File: config.mk
export PLATFORM = sky130hd
export DESIGN_NAME = vga_display_engine_flat
export DESIGN_NICKNAME = d
export VERILOG_FILES = /design/src/rtl/vga_display_engine_pkg.sv /design/src/rtl/vga_display_engine_if.sv /design/src/rtl/vga_display_engine_timing.sv /design/src/rtl/vga_display_engine.sv /design/src/flat_wrapper.sv
export SDC_FILE = /design/constraint.sdc
export NUM_CORES = 1
export LEC_CHECK = 0
export ABC_CLOCK_PERIOD_IN_PS = 2700
export CAP_MARGIN = 20
export CORE_MARGIN = 2
export CORE_UTILIZATION = 35
export CTS_CLUSTER_SIZE = 10
export DETAILED_ROUTE_END_ITERATION = 6
export PLACE_DENSITY = 0.62
export SLEW_MARGIN = 20
export SYNTH_ARGS = -nofsm -noshare
export SYNTH_HDL_FRONTEND = slang
export SYNTH_SLANG_ARGS = --single-unit
File: constraint.sdc
create_clock -name clk -period 2.7 [get_ports clk]
set_input_delay 0.27 -clock clk [delete_from_list [all_inputs] [get_ports clk]]
set_output_delay 0.27 -clock clk [all_outputs]
set_load 0.1 [all_outputs]
File: src/rtl/vga_display_engine_pkg.sv
// vga_pkg: flash FSM states, default 640x480@60 timing and counter widths
package vga_pkg;
  typedef enum logic [1:0] {IDLE, SHOW_OK, SHOW_BAD} flash_state_t;
  localparam int X_W = 11;
  localparam int Y_W = 10;
  localparam int DEF_H_ACTIVE = 640;
  localparam int DEF_H_FP = 16;
  localparam int DEF_H_SYNC = 96;
  localparam int DEF_H_BP = 48;
  localparam int DEF_V_ACTIVE = 480;
  localparam int DEF_V_FP = 10;
  localparam int DEF_V_SYNC = 2;
  localparam int DEF_V_BP = 33;
endpackage

File: src/rtl/vga_display_engine_if.sv
// vga_if: renderer coordinates, feedback strobe and VGA connector signals
interface vga_if #(parameter int COLOR_W = 4);
  import vga_pkg::*;
  logic fg_on;
  logic fb_strobe;
  logic fb_correct;
  logic pix_en;
  logic [X_W-1:0] pix_x;
  logic [Y_W-1:0] pix_y;
  logic active;
  logic frame_start;
  logic vga_hsync;
  logic vga_vsync;
  logic [COLOR_W-1:0] vga_red;
  logic [COLOR_W-1:0] vga_green;
  logic [COLOR_W-1:0] vga_blue;
  modport master (
    input fg_on, fb_strobe, fb_correct,
    output pix_en, pix_x, pix_y, active, frame_start, vga_hsync, vga_vsync, vga_red, vga_green, vga_blue
  );
  modport slave (
    output fg_on, fb_strobe, fb_correct,
    input pix_en, pix_x, pix_y, active, frame_start, vga_hsync, vga_vsync, vga_red, vga_green, vga_blue
  );
endinterface

File: src/rtl/vga_display_engine_timing.sv
// vga_timing: pixel-enable divider, h/v counters, sync/active decode and frame_start
module vga_timing import vga_pkg::*; #(
  parameter int H_ACTIVE = DEF_H_ACTIVE,
  parameter int H_FP = DEF_H_FP,
  parameter int H_SYNC = DEF_H_SYNC,
  parameter int H_BP = DEF_H_BP,
  parameter int V_ACTIVE = DEF_V_ACTIVE,
  parameter int V_FP = DEF_V_FP,
  parameter int V_SYNC = DEF_V_SYNC,
  parameter int V_BP = DEF_V_BP,
  parameter int CLK_DIV = 4
) (
  input  logic clk,
  input  logic reset,
  output logic pix_en,
  output logic [X_W-1:0] h,
  output logic [Y_W-1:0] v,
  output logic active,
  output logic frame_start,
  output logic hs_win,
  output logic vs_win
);
  localparam int H_TOTAL = H_ACTIVE + H_FP + H_SYNC + H_BP;
  localparam int V_TOTAL = V_ACTIVE + V_FP + V_SYNC + V_BP;
  localparam int D_W = CLK_DIV > 1 ? $clog2(CLK_DIV) : 1;
  localparam logic [D_W-1:0] D_LAST = D_W'(CLK_DIV - 1);
  localparam logic [X_W-1:0] H_LAST = X_W'(H_TOTAL - 1);
  localparam logic [Y_W-1:0] V_LAST = Y_W'(V_TOTAL - 1);
  localparam logic [X_W-1:0] H_ACT = X_W'(H_ACTIVE);
  localparam logic [Y_W-1:0] V_ACT = Y_W'(V_ACTIVE);
  localparam logic [X_W-1:0] HS_LO = X_W'(H_ACTIVE + H_FP);
  localparam logic [X_W-1:0] HS_HI = X_W'(H_ACTIVE + H_FP + H_SYNC);
  localparam logic [Y_W-1:0] VS_LO = Y_W'(V_ACTIVE + V_FP);
  localparam logic [Y_W-1:0] VS_HI = Y_W'(V_ACTIVE + V_FP + V_SYNC);
  logic [D_W-1:0] div;
  logic run;
  assign pix_en = run && div == D_LAST;
  assign active = h < H_ACT && v < V_ACT;
  assign hs_win = h >= HS_LO && h < HS_HI;
  assign vs_win = v >= VS_LO && v < VS_HI;
  assign frame_start = pix_en && h == H_LAST && v == V_LAST;
  always_ff @(posedge clk) begin
    if (reset) begin
      div <= '0;
      run <= 1'b0;
      h <= '0;
      v <= '0;
    end else begin
      run <= 1'b1;
      div <= div == D_LAST ? '0 : div + 1'b1;
      if (pix_en) begin
        h <= h == H_LAST ? '0 : h + 1'b1;
        if (h == H_LAST) v <= v == V_LAST ? '0 : v + 1'b1;
      end
    end
  end
endmodule

File: src/rtl/vga_display_engine.sv
// vga_display_engine: VGA timing plus foreground/feedback-box compositing with registered RGB and syncs
module vga_display_engine import vga_pkg::*; #(
  parameter int H_ACTIVE = DEF_H_ACTIVE,
  parameter int H_FP = DEF_H_FP,
  parameter int H_SYNC = DEF_H_SYNC,
  parameter int H_BP = DEF_H_BP,
  parameter int V_ACTIVE = DEF_V_ACTIVE,
  parameter int V_FP = DEF_V_FP,
  parameter int V_SYNC = DEF_V_SYNC,
  parameter int V_BP = DEF_V_BP,
  parameter bit HSYNC_POL = 1'b0,
  parameter bit VSYNC_POL = 1'b0,
  parameter int CLK_DIV = 4,
  parameter int COLOR_W = 4,
  parameter int BOX_X = 560,
  parameter int BOX_Y = 20,
  parameter int BOX_W = 50,
  parameter int BOX_H = 25,
  parameter int FLASH_FRAMES = 30
) (
  input logic clk,
  input logic reset,
  vga_if.master bus
);
  localparam int C_W = FLASH_FRAMES > 0 ? $clog2(FLASH_FRAMES + 1) : 1;
  localparam logic [C_W-1:0] C_LOAD = C_W'(FLASH_FRAMES);
  localparam logic [X_W-1:0] BX_LO = X_W'(BOX_X);
  localparam logic [X_W-1:0] BX_HI = X_W'(BOX_X + BOX_W);
  localparam logic [Y_W-1:0] BY_LO = Y_W'(BOX_Y);
  localparam logic [Y_W-1:0] BY_HI = Y_W'(BOX_Y + BOX_H);
  localparam logic [COLOR_W-1:0] ONES = '1;
  logic pix_en, active, frame_start, hs_win, vs_win;
  logic [X_W-1:0] h;
  logic [Y_W-1:0] v;
  flash_state_t state, state_n;
  logic [C_W-1:0] cnt, cnt_n;
  logic in_box, show_ok, show_bad, white;
  logic hs_q, vs_q;
  logic [COLOR_W-1:0] red_q, green_q, blue_q;
  vga_timing #(
    .H_ACTIVE(H_ACTIVE), .H_FP(H_FP), .H_SYNC(H_SYNC), .H_BP(H_BP),
    .V_ACTIVE(V_ACTIVE), .V_FP(V_FP), .V_SYNC(V_SYNC), .V_BP(V_BP),
    .CLK_DIV(CLK_DIV)
  ) u_timing (
    .clk(clk),
    .reset(reset),
    .pix_en(pix_en),
    .h(h),
    .v(v),
    .active(active),
    .frame_start(frame_start),
    .hs_win(hs_win),
    .vs_win(vs_win)
  );
  always_ff @(posedge clk) begin
    if (reset) begin
      state <= IDLE;
      cnt <= '0;
    end else begin
      state <= state_n;
      cnt <= cnt_n;
    end
  end
  // a strobe outranks a coincident frame_start: reload without decrementing
  always_comb begin
    state_n = state;
    cnt_n = cnt;
    if (FLASH_FRAMES > 0 && bus.fb_strobe) begin
      state_n = bus.fb_correct ? SHOW_OK : SHOW_BAD;
      cnt_n = C_LOAD;
    end else if (state != IDLE && frame_start) begin
      state_n = cnt == C_W'(1) ? IDLE : state;
      cnt_n = cnt - 1'b1;
    end
  end
  assign in_box = active && h >= BX_LO && h < BX_HI && v >= BY_LO && v < BY_HI;
  assign show_ok = in_box && state == SHOW_OK;
  assign show_bad = in_box && state == SHOW_BAD;
  assign white = active && !show_ok && !show_bad && bus.fg_on;
  always_ff @(posedge clk) begin
    if (reset) begin
      hs_q <= ~HSYNC_POL;
      vs_q <= ~VSYNC_POL;
      red_q <= '0;
      green_q <= '0;
      blue_q <= '0;
    end else if (pix_en) begin
      hs_q <= hs_win ? HSYNC_POL : ~HSYNC_POL;
      vs_q <= vs_win ? VSYNC_POL : ~VSYNC_POL;
      red_q <= show_bad || white ? ONES : '0;
      green_q <= show_ok || white ? ONES : '0;
      blue_q <= white ? ONES : '0;
    end
  end
  assign bus.pix_en = pix_en;
  assign bus.pix_x = h;
  assign bus.pix_y = v;
  assign bus.active = active;
  assign bus.frame_start = frame_start;
  assign bus.vga_hsync = hs_q;
  assign bus.vga_vsync = vs_q;
  assign bus.vga_red = red_q;
  assign bus.vga_green = green_q;
  assign bus.vga_blue = blue_q;
endmodule

File: src/flat_wrapper.sv
// flat-port wrapper written by rule: the top's interface ports become plain ports
module vga_display_engine_flat import vga_pkg::*;
#(
  parameter int H_ACTIVE = DEF_H_ACTIVE,
  parameter int H_FP = DEF_H_FP,
  parameter int H_SYNC = DEF_H_SYNC,
  parameter int H_BP = DEF_H_BP,
  parameter int V_ACTIVE = DEF_V_ACTIVE,
  parameter int V_FP = DEF_V_FP,
  parameter int V_SYNC = DEF_V_SYNC,
  parameter int V_BP = DEF_V_BP,
  parameter bit HSYNC_POL = 1'b0,
  parameter bit VSYNC_POL = 1'b0,
  parameter int CLK_DIV = 4,
  parameter int COLOR_W = 4,
  parameter int BOX_X = 560,
  parameter int BOX_Y = 20,
  parameter int BOX_W = 50,
  parameter int BOX_H = 25,
  parameter int FLASH_FRAMES = 30
)
  (clk, reset, bus_fg_on, bus_fb_strobe, bus_fb_correct, bus_pix_en, bus_pix_x, bus_pix_y, bus_active, bus_frame_start, bus_vga_hsync, bus_vga_vsync, bus_vga_red, bus_vga_green, bus_vga_blue);
  vga_if #(.COLOR_W(COLOR_W)) bus_i ();
  input logic clk;
  input logic reset;
  input wire logic [$bits(bus_i.fg_on)-1:0] bus_fg_on;
  input wire logic [$bits(bus_i.fb_strobe)-1:0] bus_fb_strobe;
  input wire logic [$bits(bus_i.fb_correct)-1:0] bus_fb_correct;
  output wire logic [$bits(bus_i.pix_en)-1:0] bus_pix_en;
  output wire logic [$bits(bus_i.pix_x)-1:0] bus_pix_x;
  output wire logic [$bits(bus_i.pix_y)-1:0] bus_pix_y;
  output wire logic [$bits(bus_i.active)-1:0] bus_active;
  output wire logic [$bits(bus_i.frame_start)-1:0] bus_frame_start;
  output wire logic [$bits(bus_i.vga_hsync)-1:0] bus_vga_hsync;
  output wire logic [$bits(bus_i.vga_vsync)-1:0] bus_vga_vsync;
  output wire logic [$bits(bus_i.vga_red)-1:0] bus_vga_red;
  output wire logic [$bits(bus_i.vga_green)-1:0] bus_vga_green;
  output wire logic [$bits(bus_i.vga_blue)-1:0] bus_vga_blue;
  assign bus_i.fg_on = bus_fg_on;
  assign bus_i.fb_strobe = bus_fb_strobe;
  assign bus_i.fb_correct = bus_fb_correct;
  assign bus_pix_en = bus_i.pix_en;
  assign bus_pix_x = bus_i.pix_x;
  assign bus_pix_y = bus_i.pix_y;
  assign bus_active = bus_i.active;
  assign bus_frame_start = bus_i.frame_start;
  assign bus_vga_hsync = bus_i.vga_hsync;
  assign bus_vga_vsync = bus_i.vga_vsync;
  assign bus_vga_red = bus_i.vga_red;
  assign bus_vga_green = bus_i.vga_green;
  assign bus_vga_blue = bus_i.vga_blue;
  vga_display_engine #(.H_ACTIVE(H_ACTIVE), .H_FP(H_FP), .H_SYNC(H_SYNC), .H_BP(H_BP), .V_ACTIVE(V_ACTIVE), .V_FP(V_FP), .V_SYNC(V_SYNC), .V_BP(V_BP), .HSYNC_POL(HSYNC_POL), .VSYNC_POL(VSYNC_POL), .CLK_DIV(CLK_DIV), .COLOR_W(COLOR_W), .BOX_X(BOX_X), .BOX_Y(BOX_Y), .BOX_W(BOX_W), .BOX_H(BOX_H), .FLASH_FRAMES(FLASH_FRAMES)) u_core (.clk(clk), .reset(reset), .bus(bus_i));
endmodule
==> impl_metrics.toml, run 1 <==
[run_status]
outcome = "completed"

[route]
drc = 0
viasPerCell = 5.01
wl_mm = 4.25
vias = 1644
firstDrtPassIters = 4
drt_iter0_drc = 79
avgRoutedWirePerCell_um = 12.9
ant_nets = 0

[clocking]
cts.clk_slew.worst_paths_ps = 70
clk_path_buf_depth = 2
post_cts_buffers = 0
cts_buffers = 5
clock_sinks = 36
cts.repair.resized = 0
cts_tree = "built"
insertion_delay_ps = 290
htree_levels = 2
cts-root-buf = "clkbuf_8"
hold_buffers = 0

[worst_setup_path]
crit_arrival_ps = 2060
path_depth = 4
path_max_fanout = 9
end_kind = "primary output"
crit_required_ps = 2430
critPathMaxStageDelay_ps = 580
crit_family = "simple AND/OR/NAND/NOR gates"
crit_buf_inv = 1
reg2reg_depth = 5
crit_type = "flip-flop to primary output"
start_kind = "flip-flop"
slowest_stage = "or4b_4"
crit_chain = "or4b_4, nor4_4, and2_4, buf_12"

[yosys]
ys_ff_latch = 36
synth_enable_flop_cells = 0
async_reset_ff_frac = 0
seq_area_frac_synth = 0.378
ys.flop_type = "dfxtp_1"
netlist_instances = 223
yosys_warnings = 0
syn_avg_cell_area_um2 = 8.55
synth_cell_types = 46
netlist_area_mm2 = 0.00191
synthesis.nets = 235

[sta]
finalSetupViolCount = 0
drv_slew = 0
slew_headroom = 0.708
period_share = 0.863
max_freq_mhz = 429
whs_ps = 428
worst_pin_slew_ps = 433
worst_slack_ps = 371
fin_crit_ps = 2330
setup_tns_ps = 0
hold_viol = 0
finClkSkew_ps = 5.40
rsz0062_at_grt = "no"

[power]
power_leakage_nw = 0.955
pwr_density_cell_mw_per_mm2 = 458
power.total_mw = 1.07
peakVddDrop_uv = 177

[global_routing]
gr-usage-all-layers = 0.155
grt_pass1_vias = 1468
grt_pass1_wl_mm = 7.39
grt_overflow = 0
grt_antenna_before_repair = 0
grt_max_degree = 13

[cells_and_area]
final_common_cell = "buf_4"
drive_gt1_frac = 0.229
final_nets = 269
final_area_mm2 = 0.00233
final_cells = 328
final_util = 0.451
syn_to_final_growth_pct = 22.4
final_cell_mix = "buf_4, dfxtp_1, nor2_1, nand2_1, xor2_1"
num_antenna_cells = 0

[floorplan]
ios = 43
die_w_um = 77.8
core_area_mm2 = 0.00517
start_util = 0.368
dieHeight_um = 77.8
die_area_mm2 = 0.00605
rows = 26

[place]
gp_congestion = 0.862
place_ws_ps = 666
io_buffer_count = 42
placed_cell_area_mm2 = 0.00224
hpwlAfterDp_mm = 3.21
place_inst = 320

[run]
maxCapViolCount = 0

[min_path]
min_path_cells = 1
hold_class = "flip-flop to flip-flop"
## flip-flops by register name, summed over array words and instances (netlist names)
| name | cells |
|---|---|
| u_core.bus.vga_blue | 1 |
| u_core.u_timing.run | 1 |
| u_core.bus.vga_vsync | 1 |
| u_core.u_timing.v | 10 |
| u_core.bus.vga_green | 1 |
| u_core.bus.vga_red | 1 |
| u_core.u_timing.h | 11 |
| u_core.state | 2 |
| u_core.bus.vga_hsync | 1 |
| u_core.cnt | 5 |
| u_core.u_timing.div | 2 |
## per-layer routing
layer / track usage / up-vias / wire length (µm)
li1: - / 840 / -
met1: 0.212 / 762 / 2060
met2: 0.235 / 35 / 1940
met3: 0.0384 / 7 / 176
met4: 0.0589 / 0 / 70
met5: 0 / - / 0
## worst paths after layout
kind / endpoint / start / slack, ps
worst min register to register: u_core.u_timing.div[0] / u_core.u_timing.div[0] / 430
worst max register to register: u_core.cnt[1] / u_core.u_timing.h[5] / 670
worst min-delay path: u_core.u_timing.div[0] / u_core.u_timing.div[0] / 430
worst max-delay path: bus_frame_start / u_core.u_timing.h[5] / 370
## cells in the mapped netlist, types with 2 or more instances
cell	instances	area, µm²
dfxtp_1	36	721
nand2_1	21	78.8
or2_2	2	12.5
nand2b_1	3	18.8
ha_1	7	87.6
a211oi_1	3	22.5
buf_4	9	67.6
and4_1	4	35.0
and3_1	7	43.8
a21oi_1	12	60.1
xnor2_1	9	78.8
o31ai_1	2	15.0
nand4_1	6	37.5
nor4b_1	2	17.5
or3_1	2	12.5
xor2_1	13	114
and2_1	2	12.5
o21ai_0	3	15.0
o22ai_1	2	12.5
nor3_1	9	45.0
inv_1	8	30.0
nor2_1	22	82.6
clkbuf_1	5	18.8
and3_2	2	15.0
nand3_1	11	55.1
## power by group
| part | internal (mW) | switching, mW | leakage [nW] |
|---|---|---|---|
| registers | 0.545 | 0.0104 | 0.294 |
| clock network | 0.208 | 0.184 | 0.0455 |
| logic | 0.0337 | 0.0883 | 0.615 |
## logic make-up after synthesis
kind of cell             Yosys count  synth area share
adder cells (fa/ha/maj)            7            0.0460
multiplexers                       1           0.00788
buffers and inverters             25            0.0716
AO/OA/AOI/OAI                     28            0.0919
XOR/XNOR                          22             0.101
AND/OR/NAND/NOR                  104             0.303
flip-flops                        36             0.378
## cell type report
class,count,area (µm²)
Sequential cell,36,724
Tap cell,70,87.6
Multi-Input combinational cell,162,1050
Timing Repair Buffer,43,345
Inverter,9,33.8
Fill cell,515,2840
Clock buffer,8,90.1
## worst reg2reg max path: stages (launching register included)
cell and delay, ps:
dfxtp_1 400, or4b_4 580, nor4_4 380, nand3b_2 160, mux2_4 320, a21oi_2 130
No activity file was read; power rests on OpenSTA's default activity.
==> inputs of run 2 (changes only) <==
--- a/config.mk
+++ b/config.mk
@@ -7,10 +7,11 @@
 export LEC_CHECK = 0
 export ABC_CLOCK_PERIOD_IN_PS = 2700
 export CAP_MARGIN = 20
-export CORE_MARGIN = 2
+export CORE_MARGIN = 1.5
 export CORE_UTILIZATION = 35
 export CTS_CLUSTER_SIZE = 10
 export DETAILED_ROUTE_END_ITERATION = 6
+export GPL_ROUTABILITY_DRIVEN = 0
 export PLACE_DENSITY = 0.62
 export SLEW_MARGIN = 20
 export SYNTH_ARGS = -nofsm -noshare
==> run 2 against run 1 <==
  * Critical path depth did not move
  * Routed wire length shrank 0.35%
  * Non-clock buffer count unchanged
  * Sequential share of layout area decreased by 0.48 points
  * Final cell count unchanged
  * Sequential cell count is the same
  * Critical path type unchanged
  * Largest power group unchanged
==> impl_metrics.toml, run 2 (synthesized netlist as in run 1, its figures left out) <==
[cells_and_area]
multi_input_area_mm2 = 0.00105
reg.largest.list = "u_core.u_timing.h (11), u_core.u_timing.v (10), u_core.cnt (5)"
final_common_cell = "buf_4"
final_cell_mix = "buf_4, dfxtp_1, nor2_1, nand2_1, xor2_1"
regMostFlops = "u_core.u_timing.h"
fillers = 524
seq_area_um2 = 724
largest_register_ffs = 11
final_util = 0.458
final_nets = 269
num_antenna_cells = 0
drive_gt1_frac = 0.236
final_area_mm2 = 0.00237
final_cells = 328
syn_to_final_growth_pct = 24.3

[min_path]
hold_class = "flip-flop to flip-flop"

[sta]
setup_tns_ps = 0
rsz0062_at_grt = "no"
whs_ps = 427
max_freq_mhz = 426
hold_viol = 0
finalSetupViolCount = 0
drv_slew = 0
period_share = 0.869
worst_slack_ps = 353
finClkSkew_ps = 6.45
worst_pin_slew_ps = 485
fin_crit_ps = 2350
slew_headroom = 0.674

[route]
firstDrtPassIters = 4
wl_mm = 4.23
viasPerCell = 4.99
vias = 1636
avgRoutedWirePerCell_um = 12.9
drt_iter0_drc = 119
ant_nets = 0
drc = 0

[global_routing]
grt_pass1_vias = 1534
grt_pass1_wl_mm = 7.21
gr-usage-all-layers = 0.153
grt_antenna_before_repair = 0
grt_max_degree = 13
grt_overflow = 0

[place]
placed_cell_area_mm2 = 0.00224
io_buffer_count = 42
hpwlAfterDp_mm = 3.19
place_inst = 320
place_ws_ps = 639

[power]
power.total_mw = 1.20
pwr_density_cell_mw_per_mm2 = 505
combPwrFrac = 0.102
power.internal_uw = 904
peakVddDrop_uv = 221
p_sw_uw = 293
power_leakage_nw = 0.973
switching_share = 0.245
pwr-share-clk = 0.435
pwr-share-seq = 0.464

[clocking]
post_cts_buffers = 0
cts_tree = "built"
cts_buffers = 5
clock_sinks = 36
cts.clk_slew.worst_paths_ps = 70
clk_path_buf_depth = 2
htree_levels = 2
cts.repair.resized = 0
insertion_delay_ps = 290
hold_buffers = 0
cts-root-buf = "clkbuf_8"

[floorplan]
start_util = 0.368
rows = 26
die_area_mm2 = 0.00590
core_area_mm2 = 0.00517
die_w_um = 76.8
ios = 43
dieHeight_um = 76.8

[run_status]
outcome = "completed"

[worst_setup_path]
end_kind = "primary output"
start_kind = "flip-flop"
crit_type = "flip-flop to primary output"
crit_arrival_ps = 2080
crit_required_ps = 2430
path_max_fanout = 9

[run]
maxCapViolCount = 0
[run 2: cell types whose count changed in the layout (fill, tap and decap cells not counted)]
cell	before	now
clkbuf_1	2	0
clkbuf_8	6	7
bufinv_16	0	1
[run 2: final cells by class]
type,instances,area share
multi-input combinational,162,0.444
sequential,36,0.306
timing repair buffer,43,0.146
clock buffer,7,0.0407
tap,70,0.0370
inverter,9,0.0143
clock inverter,1,0.0127
[run 2: final timing paths]
kind,from,to,slack [ps],cells after the start
setup / recovery,u_core.u_timing.h[5],bus_frame_start,350,4
hold / removal,u_core.u_timing.div[0],u_core.u_timing.div[0],430,1
setup reg to reg,u_core.u_timing.v[1],u_core.cnt[4],640,7
hold reg to reg,u_core.u_timing.div[0],u_core.u_timing.div[0],430,1
[run 2: power groups by stage]
stage / logic, mW / clock network [mW] / registers [mW]
6_report: 0.122 / 0.520 / 0.555
5_1_grt: 0.130 / 0.556 / 0.557
4_1_cts: 0.123 / 0.531 / 0.555
3_5_place_dp: 0.123 / 0 / 0.567
3_3_place_gp: 0.122 / 0 / 0.567
2_1_floorplan: 0.0805 / 0 / 0.585
[run 2: layer usage]
layer  vias to the layer above  wire length [µm]  GRT usage
met1                       758              2060      0.202
met2                        34              1960      0.245
met3                         2               181     0.0381
li1                        842                 -          -
met5                         -                 0          0
met4                         0                23     0.0444
[run 2: critical path, stage by stage (launching register included)]
cell,delay [ps]
dfxtp_1,390
or4b_4,570
nor4_4,400
and2_4,250
buf_12,170
